<file path="src/rtl/i2s_pkg.sv">
// Shared I2S definitions: channel encoding, receiver states, default word width.
package i2s_pkg;

  // Default bits per channel word, shared by the receiver and the transmitter.
  localparam int DEFAULT_DATA_WIDTH = 16;

  // LRCK level encoding for the two channels.
  localparam logic LR_LEFT  = 1'b0;
  localparam logic LR_RIGHT = 1'b1;

  // Receiver framing state.
  typedef enum logic [1:0] {
    ST_SYNC  = 2'd0,
    ST_LEFT  = 2'd1,
    ST_RIGHT = 2'd2
  } rx_state_e;

  // True when an LRCK change at a bit-clock rise closes a right word and opens a left one.
  function automatic logic is_right_to_left(input logic lr_prev, input logic lr_now);
    return (lr_prev == LR_RIGHT) && (lr_now == LR_LEFT);
  endfunction

endpackage

</file>
<file path="src/rtl/i2s_rx_if.sv">
// Output side of the I2S receiver: stereo sample with valid/ready and status pulses.
interface i2s_rx_if #(
  parameter int DATA_WIDTH = 16
) ();

  logic [2*DATA_WIDTH-1:0] sample;
  logic                    valid;
  logic                    ready;
  logic                    overrun;
  logic                    len_err;

  modport master (
    output sample,
    output valid,
    output overrun,
    output len_err,
    input  ready
  );

  modport slave (
    input  sample,
    input  valid,
    input  overrun,
    input  len_err,
    output ready
  );

endinterface

</file>
<file path="src/rtl/i2s_sync_edge.sv">
// Two-flop synchroniser for one pin, with optional rising-edge detect on the
// synchronised level. All pin-to-clkin crossing goes through this block.
module i2s_sync_edge #(
  parameter bit EDGE_EN = 1'b1
) (
  input  logic clk,
  input  logic rst,
  input  logic d,
  output logic q,
  output logic rise
);

  logic [1:0] sync_q;
  logic [1:0] sync_d;

  // Shift the pin level one stage deeper each clock.
  always_comb begin
    sync_d = {sync_q[0], d};
  end

  // Synchroniser flops.
  always_ff @(posedge clk or posedge rst) begin
    if (rst) begin
      sync_q <= 2'b00;
    end else begin
      sync_q <= sync_d;
    end
  end

  assign q = sync_q[1];

  generate
    if (EDGE_EN) begin : g_edge
      logic dly_q;
      logic dly_d;

      // Previous synchronised level, for edge detection.
      always_comb begin
        dly_d = sync_q[1];
      end

      // Delay flop behind the synchroniser.
      always_ff @(posedge clk or posedge rst) begin
        if (rst) begin
          dly_q <= 1'b0;
        end else begin
          dly_q <= dly_d;
        end
      end

      assign rise = sync_q[1] & ~dly_q;
    end else begin : g_no_edge
      assign rise = 1'b0;
    end
  endgenerate

endmodule

</file>
<file path="src/rtl/i2s_rx.sv">
// I2S slave receiver: oversamples SCK/LRCK/SD in the clkin domain, assembles
// MSB-first channel words and emits {left,right} frames on a valid/ready port.
module i2s_rx
  import i2s_pkg::*;
#(
  parameter int DATA_WIDTH = DEFAULT_DATA_WIDTH,
  parameter int CNT_WIDTH  = 6
) (
  input  logic      clkin,
  input  logic      rst,
  input  logic      sck,
  input  logic      lrck,
  input  logic      sd,
  i2s_rx_if.master  out_if
);

  // Reset: asserts with rst, releases two clkin edges later.
  logic [1:0] rst_sync_q;
  logic [1:0] rst_sync_d;
  logic       rst_int;

  // Walk zeros into the reset synchroniser once rst drops.
  always_comb begin
    rst_sync_d = {rst_sync_q[0], 1'b0};
  end

  // Reset synchroniser: async set, sync release.
  always_ff @(posedge clkin or posedge rst) begin
    if (rst) begin
      rst_sync_q <= 2'b11;
    end else begin
      rst_sync_q <= rst_sync_d;
    end
  end

  assign rst_int = rst_sync_q[1];

  // Pin synchronisers; only SCK needs an edge.
  logic sck_lvl_s;
  logic sck_rise_s;
  logic lr_now_s;
  logic lr_rise_s;
  logic sd_s;
  logic sd_rise_s;
  logic unused_s;

  i2s_sync_edge #(.EDGE_EN(1'b1)) u_sck_sync (
    .clk(clkin), .rst(rst_int), .d(sck),  .q(sck_lvl_s), .rise(sck_rise_s)
  );
  i2s_sync_edge #(.EDGE_EN(1'b0)) u_lr_sync (
    .clk(clkin), .rst(rst_int), .d(lrck), .q(lr_now_s),  .rise(lr_rise_s)
  );
  i2s_sync_edge #(.EDGE_EN(1'b0)) u_sd_sync (
    .clk(clkin), .rst(rst_int), .d(sd),   .q(sd_s),      .rise(sd_rise_s)
  );

  assign unused_s = sck_lvl_s | lr_rise_s | sd_rise_s;

  // Receiver state.
  rx_state_e               state_q,   state_d;
  logic                    lr_prev_q, lr_prev_d;
  logic [DATA_WIDTH-1:0]   shift_q,   shift_d;
  logic [CNT_WIDTH-1:0]    cnt_q,     cnt_d;
  logic [DATA_WIDTH-1:0]   left_q,    left_d;
  logic [2*DATA_WIDTH-1:0] sample_q,  sample_d;
  logic                    valid_q,   valid_d;
  logic                    overrun_q, overrun_d;
  logic                    len_err_q, len_err_d;

  logic [DATA_WIDTH-1:0]   word_s;
  logic [CNT_WIDTH-1:0]    cnt_inc_s;
  logic                    len_bad_s;

  // Current word with this rise's SD bit placed left-aligned; bits past DATA_WIDTH are dropped.
  always_comb begin
    word_s = shift_q;
    for (int i = 0; i < DATA_WIDTH; i++) begin
      if (int'(cnt_q) == DATA_WIDTH - 1 - i) begin
        word_s[i] = sd_s;
      end else begin
        word_s[i] = shift_q[i];
      end
    end
    if (&cnt_q) begin
      cnt_inc_s = cnt_q;
    end else begin
      cnt_inc_s = cnt_q + CNT_WIDTH'(1'b1);
    end
    len_bad_s = (int'(cnt_inc_s) != DATA_WIDTH);
  end

  // Framing FSM, word assembly and output handshake.
  always_comb begin
    state_d   = state_q;
    lr_prev_d = lr_prev_q;
    shift_d   = shift_q;
    cnt_d     = cnt_q;
    left_d    = left_q;
    sample_d  = sample_q;
    overrun_d = 1'b0;
    len_err_d = 1'b0;

    if (valid_q && out_if.ready) begin
      valid_d = 1'b0;
    end else begin
      valid_d = valid_q;
    end

    if (sck_rise_s) begin
      lr_prev_d = lr_now_s;
      if (lr_now_s != lr_prev_q) begin
        // This bit is the LSB of the word that just ended; next rise starts a new word.
        shift_d = '0;
        cnt_d   = '0;
        case (state_q)
          ST_SYNC: begin
            if (is_right_to_left(lr_prev_q, lr_now_s)) begin
              state_d = ST_LEFT;
            end else begin
              state_d = ST_SYNC;
            end
          end
          ST_LEFT: begin
            len_err_d = len_bad_s;
            if (lr_now_s == LR_RIGHT) begin
              left_d  = word_s;
              state_d = ST_RIGHT;
            end else begin
              state_d = ST_LEFT;
            end
          end
          ST_RIGHT: begin
            len_err_d = len_bad_s;
            if (lr_now_s == LR_LEFT) begin
              sample_d  = {left_q, word_s};
              valid_d   = 1'b1;
              overrun_d = valid_q & ~out_if.ready;
              state_d   = ST_LEFT;
            end else begin
              state_d = ST_RIGHT;
            end
          end
          default: begin
            state_d = ST_SYNC;
          end
        endcase
      end else begin
        shift_d = word_s;
        cnt_d   = cnt_inc_s;
      end
    end else begin
      lr_prev_d = lr_prev_q;
    end
  end

  // Receiver registers.
  always_ff @(posedge clkin or posedge rst_int) begin
    if (rst_int) begin
      state_q   <= ST_SYNC;
      lr_prev_q <= 1'b0;
      shift_q   <= '0;
      cnt_q     <= '0;
      left_q    <= '0;
      sample_q  <= '0;
      valid_q   <= 1'b0;
      overrun_q <= 1'b0;
      len_err_q <= 1'b0;
    end else begin
      state_q   <= state_d;
      lr_prev_q <= lr_prev_d;
      shift_q   <= shift_d;
      cnt_q     <= cnt_d;
      left_q    <= left_d;
      sample_q  <= sample_d;
      valid_q   <= valid_d;
      overrun_q <= overrun_d;
      len_err_q <= len_err_d;
    end
  end

  assign out_if.sample  = sample_q;
  assign out_if.valid   = valid_q;
  assign out_if.overrun = overrun_q;
  assign out_if.len_err = len_err_q;

endmodule

</file>
<file path="src/flat_wrapper.sv">
// flat-port wrapper written by rule: the top's interface ports become plain ports
module i2s_rx_flat import i2s_pkg::*;
#(
  parameter int DATA_WIDTH = DEFAULT_DATA_WIDTH,
  parameter int CNT_WIDTH  = 6
)
  (clkin, rst, sck, lrck, sd, out_if_sample, out_if_valid, out_if_overrun, out_if_len_err, out_if_ready);
  i2s_rx_if #(.DATA_WIDTH(DATA_WIDTH)) out_if_i ();
  input  logic clkin;
  input  logic rst;
  input  logic sck;
  input  logic lrck;
  input  logic sd;
  output wire logic [$bits(out_if_i.sample)-1:0] out_if_sample;
  output wire logic [$bits(out_if_i.valid)-1:0] out_if_valid;
  output wire logic [$bits(out_if_i.overrun)-1:0] out_if_overrun;
  output wire logic [$bits(out_if_i.len_err)-1:0] out_if_len_err;
  input wire logic [$bits(out_if_i.ready)-1:0] out_if_ready;
  assign out_if_sample = out_if_i.sample;
  assign out_if_valid = out_if_i.valid;
  assign out_if_overrun = out_if_i.overrun;
  assign out_if_len_err = out_if_i.len_err;
  assign out_if_i.ready = out_if_ready;
  i2s_rx #(.DATA_WIDTH(DATA_WIDTH), .CNT_WIDTH(CNT_WIDTH)) u_core (.clkin(clkin), .rst(rst), .sck(sck), .lrck(lrck), .sd(sd), .out_if(out_if_i));
endmodule
</file>
<file path="config.mk">
export PLATFORM = sky130hd
export DESIGN_NAME = i2s_rx_flat
export DESIGN_NICKNAME = d
export VERILOG_FILES = /design/src/rtl/i2s_pkg.sv /design/src/rtl/i2s_rx_if.sv /design/src/rtl/i2s_sync_edge.sv /design/src/rtl/i2s_rx.sv /design/src/flat_wrapper.sv
export SDC_FILE = /design/constraint.sdc
export NUM_CORES = 1
export LEC_CHECK = 0
export ABC_AREA = 0
export ABC_CLOCK_PERIOD_IN_PS = 8100
export CAP_MARGIN = 20
export CORE_UTILIZATION = 58
export CTS_BUF_LIST = sky130_fd_sc_hd__clkbuf_8 sky130_fd_sc_hd__clkbuf_16
export CTS_CLUSTER_DIAMETER = 120
export DETAILED_ROUTE_END_ITERATION = 12
export DONT_BUFFER_PORTS = 1
export PLACE_DENSITY = 0.8
export SLEW_MARGIN = 20
export SYNTH_ARGS = -nofsm -noshare
export SYNTH_HDL_FRONTEND = slang
export SYNTH_SLANG_ARGS = --single-unit
</file>
<file path="constraint.sdc">
create_clock -name clkin -period 8.1 [get_ports clkin]
set_clock_uncertainty 0.1 [all_clocks]
set_input_delay 1.62 -clock clkin [delete_from_list [all_inputs] [get_ports clkin]]
set_output_delay 1.62 -clock clkin [all_outputs]
set_load 0.02 [all_outputs]
</file>
== Yosys cells after proc, flatten, opt, wreduce, memory -nomap -nowiden ==
Cells that the tools add are included.
Operators by class
  add/sub/neg operators: 1
  equality and inequality tests: 19
  multiplexer cells: 34
  bitwise operators: 5
  reductions and logical operators: 9
Operators by type and width (count)
  $eq A6 B5 Y1 const B: 8
  $mux W1: 29
  $eq A6 B4 Y1 const B: 4
  $mux W16: 1
  $eq A6 B3 Y1 const B: 2
  $mux W6: 2
  $reduce_and A4 Y1: 2
  $add A6 B1 Y6 const B: 1
  $eq A6 B2 Y1 const B: 1
  $logic_not A6 Y1: 1
  $ne A6 B6 Y1 const B: 1
  $reduce_and A6 Y1: 1
  $pmux W2 S2: 1
  $not A1 Y1: 3
  $and A1 B1 Y1: 2
  $eq A2 B1 Y1 const B: 1
  $eq A2 B2 Y1 const B: 1
  $logic_and A1 B1 Y1: 2
  $logic_not A2 Y1: 1
  $mux W2: 1
  $reduce_and A2 Y1: 1
  $reduce_or A2 Y1: 1
  $ne A1 B1 Y1: 1
Storage, ports and cells
  register bits: 85
  bits of input ports: 6
  output and inout port bits: 35
  word-level logic and storage cells: 82

== Depth between registers and ports, before layout ==
Gate-level depths: netlist of the first run.
  depth in word-level cells: 6
  gate-level depth with buffers: 7
  mapped depth without buffers: 6

== Modules after synthesis ==
Synthesis of the first run repeated with hierarchy kept, for this count alone.
Second synthesis, totals
  cells, all modules: 329
  area, all modules: 3711.1 µm²
By module, submodules not included
  i2s_rx: times used 1, cells each 314, area each 3488.3 µm², sequential area each 1954.4 µm²
  i2s_sync_edge at u_core.u_lr_sync ...: times used 2, cells each 5, area each 65.1 µm², sequential area each 50.0 µm²
  i2s_sync_edge at u_core.u_sck_sync: times used 1, cells each 5, area each 92.6 µm², sequential area each 75.1 µm²

== Worst setup path before layout of the first run ==
Ideal clock, no wire load.
  path type: flip-flop to output port
  start: register u_core.valid_q, in the netlist u_core.out_if.valid
  end: output port out_if_valid
  arrival time: 0.432 ns
  required time: 6.380 ns
  path slack: 5.948 ns
  cell stages (with the launch flop): 1
  path buffers: 0
  cell sequence: dfrtp_1
RTL lines
  start, declared: RTL line i2s_rx.sv:66  | logic valid_q, valid_d;
  start signal, assigned: RTL line i2s_rx.sv:175  | valid_q <= valid_d;
  end, declared: RTL line flat_wrapper.sv:15  | output wire logic [$bits(out_if_i.valid)-1:0] out_if_valid;
No word-level cell between the ends.

== Worst setup path after layout of the first run ==
  start: register u_core.sample_q[15], in the netlist u_core.out_if.sample[15]
  end: output port out_if_sample[15]
RTL lines
  start, declared: RTL line i2s_rx.sv:65  | logic [2*DATA_WIDTH-1:0] sample_q, sample_d;
  start signal, assigned: RTL line i2s_rx.sv:174  | sample_q <= sample_d;
  end, declared: RTL line flat_wrapper.sv:14  | output wire logic [$bits(out_if_i.sample)-1:0] out_if_sample;
No word-level cell between the ends.

==> out/results.tsv, run 1 <==
stage	metric	value	unit
clock_tree	clkTransAtPathRegs	0.09	ns
setup_path	startpoint	u_core.out_if.sample[15]	
power	leakage	0.00193	µW
synth	muxShareOfSynthArea	10.3	%
detailed_routing	drc	0	
die	die_area	6670	µm²
setup_path	crit_path_end	out_if_sample[15]	
synth	ys_types	39	
synth	synth_area_leaders	dfrtp_1 56%, mux2i_1 5.4%, nand2_1 5.4%	
cells_and_area	fillers	458	
detailed_routing	drtAntennaViolNets	0	
synth	synthAdderAreaFrac	3.40	%
clock_tree	cts_max_level	3	
cells_and_area	nets	350	
timing	slew_headroom	32.0	%
timing	worstMarginPinSlew	1.02	ns
detailed_routing	vias	2476	
setup_path	cp.arrival	0.84	ns
global_routing	grt_overflow	0	
clock_tree	numCtsBuffers	9	
setup_path	critPathCaptureType	primary output	
setup_path	crit_fanout	2	
die	num_rows	28	
timing	hold_violations	0	
cells_and_area	fin_cells	413	
synth	synth_top_family_by_area	simple AND/OR/NAND/NOR gates	
clock_tree	clock-sinks	85	
setup_path	r2r_slack	5.58	ns
synth	synth_nets	359	
setup_path	required	6.38	ns
setup_path	path_class	flop to primary output	
power	switching_share	30.9	%
job	drv_cap	0	
clock_tree	cts_setup_buffers	0	
timing	period_share	31.6	%
clock_tree	cts_tree	built	
power	power.density	279	nW/µm²
power	clkPwrFrac	33.5	%
setup_path	path_depth	0	
timing	fin_ws	5.54	ns
die	die_h	81.7	µm
die	core_area	6030	µm²
cells_and_area	final_core_util	65.2	%
global_routing	grt_pass1_wl	11500	µm
timing	fin_tns_setup	0	ns
power	p_seq_share	52.4	%
cells_and_area	regArea	2130	µm²
synth	synthCells	343	
synth	synth-compound-area-share	10.6	%
placed_design	routabilityCongestion	0.910	
synth	syn-cell-area	3680	µm²
synth	synth_top_area_cell	dfrtp_1	
clock_tree	cts-resized-gates	0	
setup_path	timing.rr.end	u_core.out_if.sample[21]	
global_routing	antenna_found_initial	0	
setup_path	cp-start-kind	flop	
placed_design	place_ws	5.40	ns
power	ir_worst_vdd	0.215	mV
die	initial_core_util	61.1	%
synth	yosys.area.top_type_share	56.4	%
run_status	status	completed	
synth	ys_seq_area_share	57.9	%
placed_design	placed_cells	398	
synth	ys_ff_latch	85	
synth	synth-xor-area-share	0	%
power	power_frac_comb	14.2	%
detailed_routing	wirelength	7120	µm
placed_design	io_buffers	0	
min_path	min-delay-path-class	flop to flop	
global_routing	grt.total_usage	23.6	%
cells_and_area	diodes	0	
cells_and_area	multi_input_area	1390	µm²
clock_tree	clock_tree.root_cell	clkbuf_8	
synth	syn_area_per_cell	10.7	µm²
timing	fmax	390	MHz
die	ios	41	
cells_and_area	drive_above_1_share	9.76	%
detailed_routing	firstDrtPassIters	5	
clock_tree	cts_hold_repair.buffers	0	
detailed_routing	wl_per_cell	17.2	µm
cells_and_area	syn_to_final_growth	6.73	%
global_routing	grt_pass1_vias	2400	
power	intPower	756	µW
clock_tree	clk_latency	0.36	ns
timing	min_period	2.56	ns
setup_path	rr_worst_depth	4	
synth	synth-simple-area-share	13.2	%
global_routing	grt_max_degree	84	
timing	setup_viol	0	
setup_path	r2r_start	u_core.u_sck_sync.g_edge.dly_q	
placed_design	place.detailed.hpwl	4420	µm
timing	rsz0062_at_grt	no	
clock_tree	clockBufferDepth	2	
detailed_routing	drt_iter0_drc	189	
synth	ys_warn_count	0	
power	p_switching	339	µW
detailed_routing	via_per_inst	6.00	
timing	slew_viol_final	0	
die	die_x	81.7	µm
-- Yosys cell counts --
library cell and count:
buf_4 3, conb_1 1, nor2_1 23, mux2_2 10
nor2b_1 4, nor4b_4 1, nand4b_1 1, a31oi_1 2
nor3_1 1, mux2_1 6, a22o_1 4, or2_2 1
dfstp_2 2, nand2b_1 2, nand3_1 7, mux2i_1 20
a21oi_1 25, or4_1 1, o21ai_0 34, o31ai_1 1
and2_1 1, nand4_1 2, clkbuf_1 10, and2_0 1
buf_1 1, and4_1 1, a21o_1 1, clkbuf_2 1
a22oi_1 1, and3_1 1, buf_6 2, dfrtp_1 83
buf_2 5, o211ai_1 1, ha_1 10, nor3b_1 5
o221ai_1 2, inv_1 13, nand2_1 53
-- worst min-delay path by stage --
| stage | start | endpoint | slack (ns) | depth (start not counted) |
|---|---|---|---|---|
| after floorplan | u_core.u_lr_sync.sync_q[0] | u_core.u_lr_sync.sync_q[1] | 0.23 | 0 |
| after global placement | u_core.u_lr_sync.sync_q[0] | u_core.u_lr_sync.sync_q[1] | 0.23 | 0 |
| after detailed placement | u_core.u_sd_sync.sync_q[0] | u_core.u_sd_sync.sync_q[1] | 0.24 | 0 |
| after CTS | u_core.u_lr_sync.sync_q[0] | u_core.u_lr_sync.sync_q[1] | 0.25 | 0 |
| after global routing | u_core.u_lr_sync.sync_q[0] | u_core.u_lr_sync.sync_q[1] | 0.25 | 0 |
| final | u_core.u_lr_sync.sync_q[0] | u_core.u_lr_sync.sync_q[1] | 0.25 | 0 |
-- cells by family (layout without fill, tap and decap cells) --
kind of cell	after synthesis	count (layout)
simple gates	105	105
flops	85	85
compound gates	71	71
mux	36	36
buf+inv	35	30
fa+ha+maj	10	10
other cells	1	1
-- sequential cells by signal (all words and copies together), names as in the netlist, 2 cells and up --
signal / flops
u_core.cnt_q: 6
u_core.u_sd_sync.sync_q: 2
u_core.u_lr_sync.sync_q: 2
u_core.shift_q: 16
u_core.u_sck_sync.sync_q: 2
u_core.left_q: 16
u_core.state_q: 2
u_core.rst_sync_q: 2
u_core.out_if.sample: 32
-- placed cells by master (no fill, tap or decap), types with 2 or more instances in the layout --
cell type / Yosys / layout
dfrtp_1: 83 / 83
nand2_1: 53 / 53
o21ai_0: 34 / 34
a21oi_1: 25 / 25
nor2_1: 23 / 23
mux2i_1: 20 / 20
inv_1: 13 / 12
mux2_2: 10 / 10
ha_1: 10 / 10
clkbuf_8: 0 / 10
mux2_1: 6 / 6
nand3_1: 7 / 6
nor3b_1: 5 / 5
nor2b_1: 4 / 4
a22o_1: 4 / 4
bufinv_16: 0 / 3
nand2b_1: 2 / 2
a31oi_1: 2 / 2
o221ai_1: 2 / 2
nand4_1: 2 / 2
dfstp_2: 2 / 2
-- layer usage --
metal	vias up	GRT usage [%]	share of wire [%]
li1	1137	-	-
met1	1231	30.2	44
met2	85	36.8	48
met3	23	6.33	5.0
met4	0	12.3	2.7
met5	-	0	0
-- worst register-to-register path, delay by kind of cell, from the launching register on --
kind | cells | cell delay [ns]
DFF | 1 | 0.38
and+or+nand+nor | 2 | 1.03
buffers and inverters | 1 | 0.48
muxes | 1 | 0.42
-- per-stage QoR --
step,power [µW],hold WS (ns),instance area (µm²)
after CTS,1100,0.253,3920
after global routing,1150,0.249,3930
final,1090,0.248,3930
after floorplan,686,0.231,3680
after global placement,718,0.234,3670
after detailed placement,730,0.236,3670
-- power by group through the flow --
stage	Combinational [µW]	Clock (µW)	Sequential, µW
after floorplan	123	0	563
after global placement	141	0	578
after detailed placement	150	0	580
after CTS	155	373	573
after global routing	174	389	582
final	155	366	573
-- area by class of cell --
class,instances,area share (%)
inverters,13,1.27
clock inverters,5,2.74
repair buffers,2,0.478
clock buffers,10,3.50
well taps,75,2.39
flip-flops and latches,85,54.2
multi-input cells,223,35.4
Power figures use the tool's default switching activity.
==> run 2: changes to the inputs <==
--- a/config.mk
+++ b/config.mk
@@ -6,7 +6,7 @@
 export NUM_CORES = 1
 export LEC_CHECK = 0
 export ABC_AREA = 0
-export ABC_CLOCK_PERIOD_IN_PS = 8100
+export ABC_CLOCK_PERIOD_IN_PS = 2570
 export CAP_MARGIN = 20
 export CORE_UTILIZATION = 58
 export CTS_BUF_LIST = sky130_fd_sc_hd__clkbuf_8 sky130_fd_sc_hd__clkbuf_16
==> constraint.sdc (replaced) <==
create_clock -name clkin -period 2.57 [get_ports clkin]
set_clock_uncertainty 0.1 [all_clocks]
set_input_delay 0.514 -clock clkin [delete_from_list [all_inputs] [get_ports clkin]]
set_output_delay 0.514 -clock clkin [all_outputs]
set_load 0.02 [all_outputs]
==> out/results.tsv, run 2 (synthesis results as in run 1) <==
stage	metric	value	unit	change
detailed_routing	vias	2359		was 2476
global_routing	grt_pass1_wl	11100	µm	was 11500 µm
die	die_area	6670	µm²	unchanged
setup_path	timing.rr.end	u_core.left_q[1]		was u_core.out_if.sample[21]
die	num_rows	28		unchanged
setup_path	path_cells	inv_1 > ha_1 > nor3b_1 > nand2_1 > mux2i_1 > o21ai_0		
min_path	hold_end	u_core.u_lr_sync.sync_q[0]		was u_core.u_lr_sync.sync_q[1]
cells_and_area	diodes	0		unchanged
cells_and_area	final_cell_mix	83 x dfrtp_1, 53 x nand2_1, 34 x o21ai_0		unchanged
min_path	min-delay-path-class	primary input to flop		was flop to flop
clock_tree	numCtsBuffers	9		unchanged
min_path	whs_path_depth	0		unchanged
timing	rsz0062_at_grt	no		unchanged
die	ios	41		unchanged
cells_and_area	fillers	456		was 458
setup_path	worst_path_largest_cell_delay	0.47	ns	
timing	hold_violations	0		unchanged
die	die_h	81.7	µm	unchanged
setup_path	required	2.69	ns	was 6.38 ns
die	core_area	6030	µm²	unchanged
timing	min_period	2.11	ns	
detailed_routing	firstDrtPassIters	4		was 5
global_routing	grt_max_degree	51		was 84
min_path	min_from	lrck		was u_core.u_lr_sync.sync_q[0]
global_routing	grt_overflow	0		unchanged
job	drv_cap	0		unchanged
global_routing	antenna_found_initial	0		unchanged
setup_path	cp.arrival	2.23	ns	was 0.84 ns
run_status	status	completed		unchanged
clock_tree	clock-sinks	85		unchanged
detailed_routing	via_per_inst	5.62		was 6.00
placed_design	place_ws	0.468	ns	was 5.40 ns
setup_path	worst_path_max_delay_cell	dfrtp_1		
cells_and_area	largest_reg_flops	32		unchanged
setup_path	path_class	flop to flop		was flop to primary output
cells_and_area	layout_commonest_cell	dfrtp_1		unchanged
power	ir_worst_vdd	0.668	mV	was 0.215 mV
timing	fin_tns_setup	0	ns	unchanged
timing	slew_headroom	61.0	%	was 32.0%
clock_tree	cts_tree	built		unchanged
clock_tree	cts_setup_buffers	0		unchanged
detailed_routing	wl_per_cell	16.0	µm	was 17.2 µm
clock_tree	cts_max_level	3		unchanged
cells_and_area	nets	356		was 350
cells_and_area	fin_area	3950	µm²	was 3930 µm²
power	power.density	818	nW/µm²	was 279 nW/µm²
detailed_routing	drt_iter0_drc	214		was 189
setup_path	crit_fanout	9		was 2
setup_path	cp-start-kind	flop		unchanged
power	leakage	0.00193	µW	about the same
cells_and_area	drive_above_1_share	11.0	%	was 9.76%
cells_and_area	syn_to_final_growth	7.17	%	was 6.73%
placed_design	routabilityCongestion	0.885		was 0.910
setup_path	r2r_start	u_core.cnt_q[0]		was u_core.u_sck_sync.g_edge.dly_q
clock_tree	clk_latency	0.35	ns	was 0.36 ns
timing	fmax	474	MHz	
placed_design	place_area	3730	µm²	was 3670 µm²
setup_path	r2r_slack	0.46	ns	was 5.58 ns
clock_tree	clkTransAtPathRegs	0.08	ns	was 0.09 ns
clock_tree	clockBufferDepth	2		unchanged
die	die_x	81.7	µm	unchanged
timing	fin_ws	0.459	ns	was 5.54 ns
global_routing	grt.total_usage	22.6	%	was 23.6%
setup_path	critPathCaptureType	flop		was primary output
setup_path	rr_worst_depth	6		was 4
timing	period_share	82.1	%	
detailed_routing	drc	0		unchanged
die	initial_core_util	61.1	%	unchanged
power	finalPower	3230	µW	was 1090 µW
detailed_routing	drtAntennaViolNets	0		unchanged
placed_design	io_buffers	0		unchanged
timing	slew_viol_final	0		unchanged
clock_tree	clock_tree.root_cell	clkbuf_8		unchanged
global_routing	grt_pass1_vias	2313		was 2400
timing	worstMarginPinSlew	0.585	ns	was 1.02 ns
placed_design	place.detailed.hpwl	4470	µm	was 4420 µm
detailed_routing	wirelength	6710	µm	was 7120 µm
timing	setup_viol	0		unchanged
[run 2: critical path: cells and delay by family, from the launching register on]
family,cells,cell delay [ns]
mux,1,0.28
simple gates,2,0.68
fa+ha+maj,1,0.16
buf+inv,1,0.18
compound gates,1,0.13
flops,1,0.47
[run 2: timing repair]
action,CTS,global route
hold endpoints to repair,2,0
resized for setup,0,0
hold buffers,1,0
[run 2: metal layers]
metal | part of all wire (%) | wire length [µm] | global-route usage [%] | vias up
li1 | - | - | - | 1149
met1 | 46 | 3080 | 30.2 | 1148
met2 | 48 | 3210 | 34.9 | 53
met3 | 5.1 | 340 | 7.89 | 9
met4 | 1.1 | 77 | 6.67 | 0
met5 | 0 | 0 | 0 | -
[run 2: worst max-delay path by stage]
stage,to,start,slack [ns],cells after the start
after global routing,u_core.shift_q[4],u_core.cnt_q[0],0.27,5
after detailed placement,u_core.left_q[1],u_core.cnt_q[0],0.47,6
after CTS,u_core.left_q[1],u_core.cnt_q[0],0.44,6
after floorplan,u_core.out_if.sample[21],u_core.u_lr_sync.sync_q[1],0.61,5
final,u_core.left_q[1],u_core.cnt_q[0],0.46,6
after global placement,u_core.left_q[1],u_core.cnt_q[0],0.54,6
[run 2: through the flow]
| step | hold WS (ns) | utilization [%] | instances |
|---|---|---|---|
| floorplan | 0.231 | - | 343 |
| global placement | 0.232 | 61.9 | 403 |
| detailed placement | 0.239 | 61.9 | 403 |
| CTS | 0.0609 | 65.5 | 420 |
| global route | 0.0501 | 65.5 | 420 |
| finish | 0.0821 | 65.5 | 420 |
[run 2: layout make-up]
cell class,count,area (µm²),area share (%)
Clock buffer,10,138,3.49
Clock inverter,6,70.1,1.78
Inverter,13,52.6,1.33
Multi-Input combinational cell,223,1390,35.1
Sequential cell,85,2130,54.0
Tap cell,75,93.8,2.38
Timing Repair Buffer,8,75.1,1.90
[run 2: report_power, final]
part / leakage [µW] / total (µW) / internal, µW / switching [µW]
combinational: 0.000681 / 472 / 192 / 280
clock: 0.000107 / 954 / 482 / 472
sequential: 0.00115 / 1800 / 1520 / 282
total: 0.00193 / 3230 / 2190 / 1030
